[config.mk]
export PLATFORM = sky130hd
export DESIGN_NAME = dlatch_bist
export DESIGN_NICKNAME = d
export VERILOG_FILES = /design/src/rtl/dlatch_bist.sv
export SDC_FILE = /design/constraint.sdc
export NUM_CORES = 1
export LEC_CHECK = 0
export CORE_UTILIZATION = 35
export CTS_BUF_LIST = sky130_fd_sc_hd__clkbuf_4 sky130_fd_sc_hd__clkbuf_8 sky130_fd_sc_hd__clkbuf_16
export CTS_CLUSTER_DIAMETER = 30
export DETAILED_ROUTE_END_ITERATION = 10
export HOLD_SLACK_MARGIN = 0.1
export SKIP_CTS_REPAIR_TIMING = 1
export SYNTH_ARGS = -nofsm -noshare
export SYNTH_HDL_FRONTEND = slang
export SYNTH_SLANG_ARGS = --single-unit
[constraint.sdc]
create_clock -name clk_in -period 4.1 [get_ports clk_in]
set_input_delay 0.82 -clock clk_in [delete_from_list [all_inputs] [get_ports clk_in]]
set_output_delay 0.82 -clock clk_in [all_outputs]
set_load 0.005 [all_outputs]
[src/rtl/dlatch_bist.sv]
// dlatch_bist: self-test engine for a D-latch cell. It drives c/d from an LFSR, tracks q in a golden model and counts q/qbar mismatches.
// Optional build macro DLATCH_BIST_STOP_ON_FAIL_EN: the run ends at the first mismatch, and the fail_out port reports it.
module dlatch_bist #(
  parameter int          NUM_STEPS = 32,
  parameter int          SETTLE    = 2,
  parameter logic [7:0]  LFSR_SEED = 8'hA5,
  parameter int          ERR_W     = 8,
  localparam int         STEP_W    = $clog2(NUM_STEPS)
) (
  input  logic              clk_in,
  input  logic              rstn_in,
  input  logic              start_in,
  input  logic              q_in,
  input  logic              qbar_in,
  output logic              c_out,
  output logic              d_out,
  output logic              busy_out,
  output logic              done_out,
  output logic              pass_out,
  output logic [ERR_W-1:0]  err_cnt_out,
  output logic [STEP_W-1:0] step_out
`ifdef DLATCH_BIST_STOP_ON_FAIL_EN
  ,
  output logic              fail_out
`endif
);

  localparam int WAIT_W = (SETTLE > 1) ? $clog2(SETTLE) : 1;
  localparam logic [ERR_W-1:0] ERR_MAX = {ERR_W{1'b1}};

  typedef enum logic [2:0] {
    ST_IDLE  = 3'd0,
    ST_APPLY = 3'd1,
    ST_WAIT  = 3'd2,
    ST_CHECK = 3'd3,
    ST_DONE  = 3'd4
  } state_t;

  // Fibonacci LFSR for x^8+x^6+x^5+x^4+1, shifting toward bit 0
  function automatic logic [7:0] lfsr_next(input logic [7:0] v);
    lfsr_next = {v[0] ^ v[2] ^ v[3] ^ v[4], v[7:1]};
  endfunction

  state_t              state_q, state_d;
  logic [7:0]          lfsr_q, lfsr_d;
  logic                model_q, model_d;
  logic                c_q, c_d;
  logic                d_q, d_d;
  logic [STEP_W-1:0]   step_q, step_d;
  logic [ERR_W-1:0]    err_q, err_d;
  logic [WAIT_W-1:0]   wait_q, wait_d;
  logic                busy_q, busy_d;
  logic                done_q, done_d;
  logic                pass_q, pass_d;
  logic                fail_q, fail_d;
  logic                mismatch_s;
  logic [ERR_W-1:0]    err_inc_s;

  assign mismatch_s = (q_in != model_q) || (qbar_in != ~model_q);
  assign err_inc_s  = (err_q == ERR_MAX) ? err_q : err_q + {{(ERR_W-1){1'b0}}, 1'b1};

  // Next-state and registered-output logic
  always_comb begin
    state_d = state_q;
    lfsr_d  = lfsr_q;
    model_d = model_q;
    c_d     = c_q;
    d_d     = d_q;
    step_d  = step_q;
    err_d   = err_q;
    wait_d  = wait_q;
    fail_d  = fail_q;
    case (state_q)
      ST_IDLE, ST_DONE: begin
        if (start_in) begin
          state_d = ST_APPLY;
          step_d  = {STEP_W{1'b0}};
          err_d   = {ERR_W{1'b0}};
          lfsr_d  = LFSR_SEED;
          wait_d  = {WAIT_W{1'b0}};
          fail_d  = 1'b0;
        end else begin
          state_d = state_q;
        end
      end
      ST_APPLY: begin
        // Step 0 loads a known 0 into the latch before random stimulus begins
        if (step_q == {STEP_W{1'b0}}) begin
          c_d     = 1'b1;
          d_d     = 1'b0;
          model_d = 1'b0;
        end else begin
          c_d     = lfsr_q[0];
          d_d     = lfsr_q[1];
          lfsr_d  = lfsr_next(lfsr_q);
          model_d = lfsr_q[0] ? lfsr_q[1] : model_q;
        end
        wait_d  = {WAIT_W{1'b0}};
        state_d = ST_WAIT;
      end
      ST_WAIT: begin
        if (wait_q == WAIT_W'(SETTLE - 1)) begin
          state_d = ST_CHECK;
        end else begin
          wait_d = wait_q + {{(WAIT_W-1){1'b0}}, 1'b1};
        end
      end
      ST_CHECK: begin
        if (mismatch_s) begin
          err_d = err_inc_s;
        end else begin
          err_d = err_q;
        end
`ifdef DLATCH_BIST_STOP_ON_FAIL_EN
        if (mismatch_s) begin
          state_d = ST_DONE;
          fail_d  = 1'b1;
          c_d     = 1'b0;
          d_d     = 1'b0;
        end else if (step_q == STEP_W'(NUM_STEPS - 1)) begin
`else
        if (step_q == STEP_W'(NUM_STEPS - 1)) begin
`endif
          state_d = ST_DONE;
          c_d     = 1'b0;
          d_d     = 1'b0;
        end else begin
          step_d  = step_q + {{(STEP_W-1){1'b0}}, 1'b1};
          state_d = ST_APPLY;
        end
      end
      default: begin
        state_d = ST_IDLE;
        c_d     = 1'b0;
        d_d     = 1'b0;
      end
    endcase
    busy_d = (state_d == ST_APPLY) || (state_d == ST_WAIT) || (state_d == ST_CHECK);
    done_d = (state_d == ST_DONE);
    pass_d = (state_d == ST_DONE) && (err_d == {ERR_W{1'b0}});
  end

  // State and output registers
  always_ff @(posedge clk_in or negedge rstn_in) begin
    if (!rstn_in) begin
      state_q <= ST_IDLE;
      lfsr_q  <= LFSR_SEED;
      model_q <= 1'b0;
      c_q     <= 1'b0;
      d_q     <= 1'b0;
      step_q  <= {STEP_W{1'b0}};
      err_q   <= {ERR_W{1'b0}};
      wait_q  <= {WAIT_W{1'b0}};
      busy_q  <= 1'b0;
      done_q  <= 1'b0;
      pass_q  <= 1'b0;
      fail_q  <= 1'b0;
    end else begin
      state_q <= state_d;
      lfsr_q  <= lfsr_d;
      model_q <= model_d;
      c_q     <= c_d;
      d_q     <= d_d;
      step_q  <= step_d;
      err_q   <= err_d;
      wait_q  <= wait_d;
      busy_q  <= busy_d;
      done_q  <= done_d;
      pass_q  <= pass_d;
      fail_q  <= fail_d;
    end
  end

  assign c_out       = c_q;
  assign d_out       = d_q;
  assign busy_out    = busy_q;
  assign done_out    = done_q;
  assign pass_out    = pass_q;
  assign err_cnt_out = err_q;
  assign step_out    = step_q;
`ifdef DLATCH_BIST_STOP_ON_FAIL_EN
  assign fail_out    = fail_q;
`else
  logic unused_fail_s;
  assign unused_fail_s = fail_q;
`endif

endmodule

==> results by group <==
Hold path
  – Hold Startpoint: lfsr_q[6]
  – Worst Hold Class: reg -> reg

Route
  – Drt pass-1 iters: 4
  – DRC Markers: 0
  – Iter 0 DRT Violations: 77
  – Drt wl/cell: ~14 um
  – Vias per inst: 5.22
  – Vias: 1,257
  – Final WL: 3330 um
  – Number of antenna-violating nets in the routed design: 0

Finish
  – Multi-input logic area: about 760 um2
  – Layout cells sized above 1: 0.116
  – Antenna Cells: 0
  – Nets: 197
  – FF+latch area: around 780 um2
  – Area Overhead vs Synth: 22.5%
  – Fillers: 413

Critical path
  – R2r startpoint: state_q[0]
  – CP Class: in -> reg
  – Crit path from: start_in
  – Crit end category: flip-flop
  – Critical path arrival: 2.82 ns
  – CP Launch Type: primary input
  – Critical Path Fanout Max: 8
  – Req. time, crit path: around 4.3 ns

Placed design
  – I/O Buffers: 22
  – Gp weighted congestion: 0.801
  – HPWL after detailed placement: 2370 um

Yosys
  – Top post-synthesis cells by area: dfrtp_1, dfstp_2, nand2_1
  – Post-synth top area share: 0.424
  – Predominant post-synthesis flop cell: dfrtp_1
  – Synth Register Bits: 31
  – Post-synth EDFFs: 0
  – Largest area contributor in the netlist: dfrtp_1
  – Asr flop ratio synth: 1.00
  – Top-count cell post-synth: dfrtp_1
  – Mean Syn Cell Area: 9.79 um2
  – Commonest cells post-synth: dfrtp_1, nand2_1, nor2_1
  – Sequential area share after synthesis: 0.489
  – Synth Net Count: 172
  – Netlist cell types: 43
  – Mapped Cells: 163
  – Mapped Area: between 1500 and 2000 um2
  – Synth warn: 0

Global routing
  – First-pass GRT wire length: just under 6000 um
  – Largest net degree at the start of global routing: 32
  – GRT overflow: 0
  – Vias in the first global route: 1,257
  – Initial antenna violation count: 0
  – Gr usage total: 0.156

CTS
  – CTS tree: yes
  – Root Buffer: clkbuf_8
  – CTS Buf Count: 5
  – Clock sinks: 31
  – Reg clk slew, reported paths: 0.06 ns
  – Clock Path Buffers: 2
  – Clock latency on the worst-skew pair: 0.28 ns
  – Htree depth: 2

Timing
  – Worst-Margin Slew: approximately 1.1 ns
  – Final Hold Fails: 0
  – Minimum clock period: 2.63 ns
  – RSZ-0062 raised after global routing: false
  – Clk_skew: about 0.0026 ns
  – Final setup viols: 0
  – Relative slew slack: 0.269
  – Post-route setup TNS: 0 ns
  – Max Fclk: between 0.3 and 0.4 GHz
  – Max Slew Vio Count: 0
  – Tcrit/Tclk final: 0.642

Floorplanning
  – Die area: 4830 um2
  – Die Span Y: ~70 um
  – Starting density of the core: 0.366
  – # IOs: 23
  – Die Wd: around 70 um
  – Row cnt: 24
  – Core Region: 4350 um2

Power
  – Peak supply drop: 0.313 mV
  – Power, Total: approximately 0.0013 W
  – Static Leakage: 0.843 nW
  – PD cells: ~650 nW/um2

Run status
  – Status: finished, final reports clean

Run
  – Max cap viols: 0
worst paths after layout:
path / endpoint / slack, ns / cells past startpoint
min: lfsr_q[6] / 0.47 / 2
max in group asynchronous: lfsr_q[0] / 2.85 / 2
max reg2reg: pass_out / 1.89 / 6
min in group asynchronous: err_cnt_out[2] / 0.92 / 2
max: pass_out / 1.47 / 6
min reg2reg: lfsr_q[6] / 0.47 / 2
layout by cell type, fill, tap and decap left out, types with 2 or more instances in the layout:
cell type        count
a21oi_1              6
a31o_1               2
a31oi_1              2
a32o_1               4
and3_1               2
clkbuf_8             7
clkdlybuf4s50_1     22
dfrtp_1             27
dfstp_2              4
ha_1                 4
inv_1                5
mux2i_1              4
nand2_1             26
nand3_1              8
nand3b_1             3
nand4_1              3
nor2_1              19
nor3b_1              3
o211ai_1             2
o21ai_0              6
o22ai_1              2
o31ai_1              2
xnor2_1              2
xor2_1               4
flip-flops by register name (all words and copies together) (netlist names), 3 cells and up:
| name | cells |
|---|---|
| err_cnt_out | 8 |
| step_out | 5 |
| lfsr_q | 8 |
| state_q | 3 |
report_power, final:
group | total [W] | switching [W] | internal, W
combinational | 0.000480 | 0.000250 | 0.000230
clock | 0.000267 | 0.000108 | 0.000160
sequential | 0.000520 | 0.000110 | 0.000410
final cells by class:
cell class	count	share of cell area
sequential	31	0.399
multi-input combinational	122	0.388
timing repair buffer	23	0.117
clock buffer	8	0.0531
tap	52	0.0333
inverter	5	0.00960
critical path, stage by stage:
cell	delay [ns]
clkdlybuf4s50_1	0.49
nor3b_2	0.46
o22ai_1	0.19
a211oi_1	0.24
or4b_1	0.48
nor4_2	0.14
per-stage QoR:
| stage | hold slack, ns | cells | utilization | cell area, um2 | setup WS (ns) |
|---|---|---|---|---|---|
| floorplan | 0.439 | 163 | - | 1600 | 1.75 |
| global placement | 0.455 | 233 | 0.425 | 1850 | 1.21 |
| detailed placement | 0.460 | 233 | 0.425 | 1850 | 1.12 |
| CTS | 0.474 | 241 | 0.449 | 1950 | 1.41 |
| global route | 0.524 | 241 | 0.449 | 1950 | 1.26 |
| finish | 0.472 | 241 | 0.449 | 1950 | 1.47 |
routing by layer:
layer / GRT usage / part of all wire
met1: 0.199 / 0.48
met2: 0.246 / 0.47
met3: 0.0392 / 0.032
met4: 0.0748 / 0.023
met5: 0 / 0
cell families (layout without fill, tap and decap cells):
| logic type | count (synthesis) | count (layout) | synth area share |
|---|---|---|---|
| AO/OA/AOI/OAI | 29 | 29 | 0.125 |
| XOR/XNOR | 6 | 6 | 0.0329 |
| adder cells (fa/ha/maj) | 4 | 4 | 0.0314 |
| buffers and inverters | 10 | 36 | 0.0353 |
| flip-flops | 31 | 31 | 0.489 |
| multiplexers | 4 | 4 | 0.0251 |
| AND/OR/NAND/NOR | 79 | 79 | 0.261 |
Power figures use the tool's default switching activity.
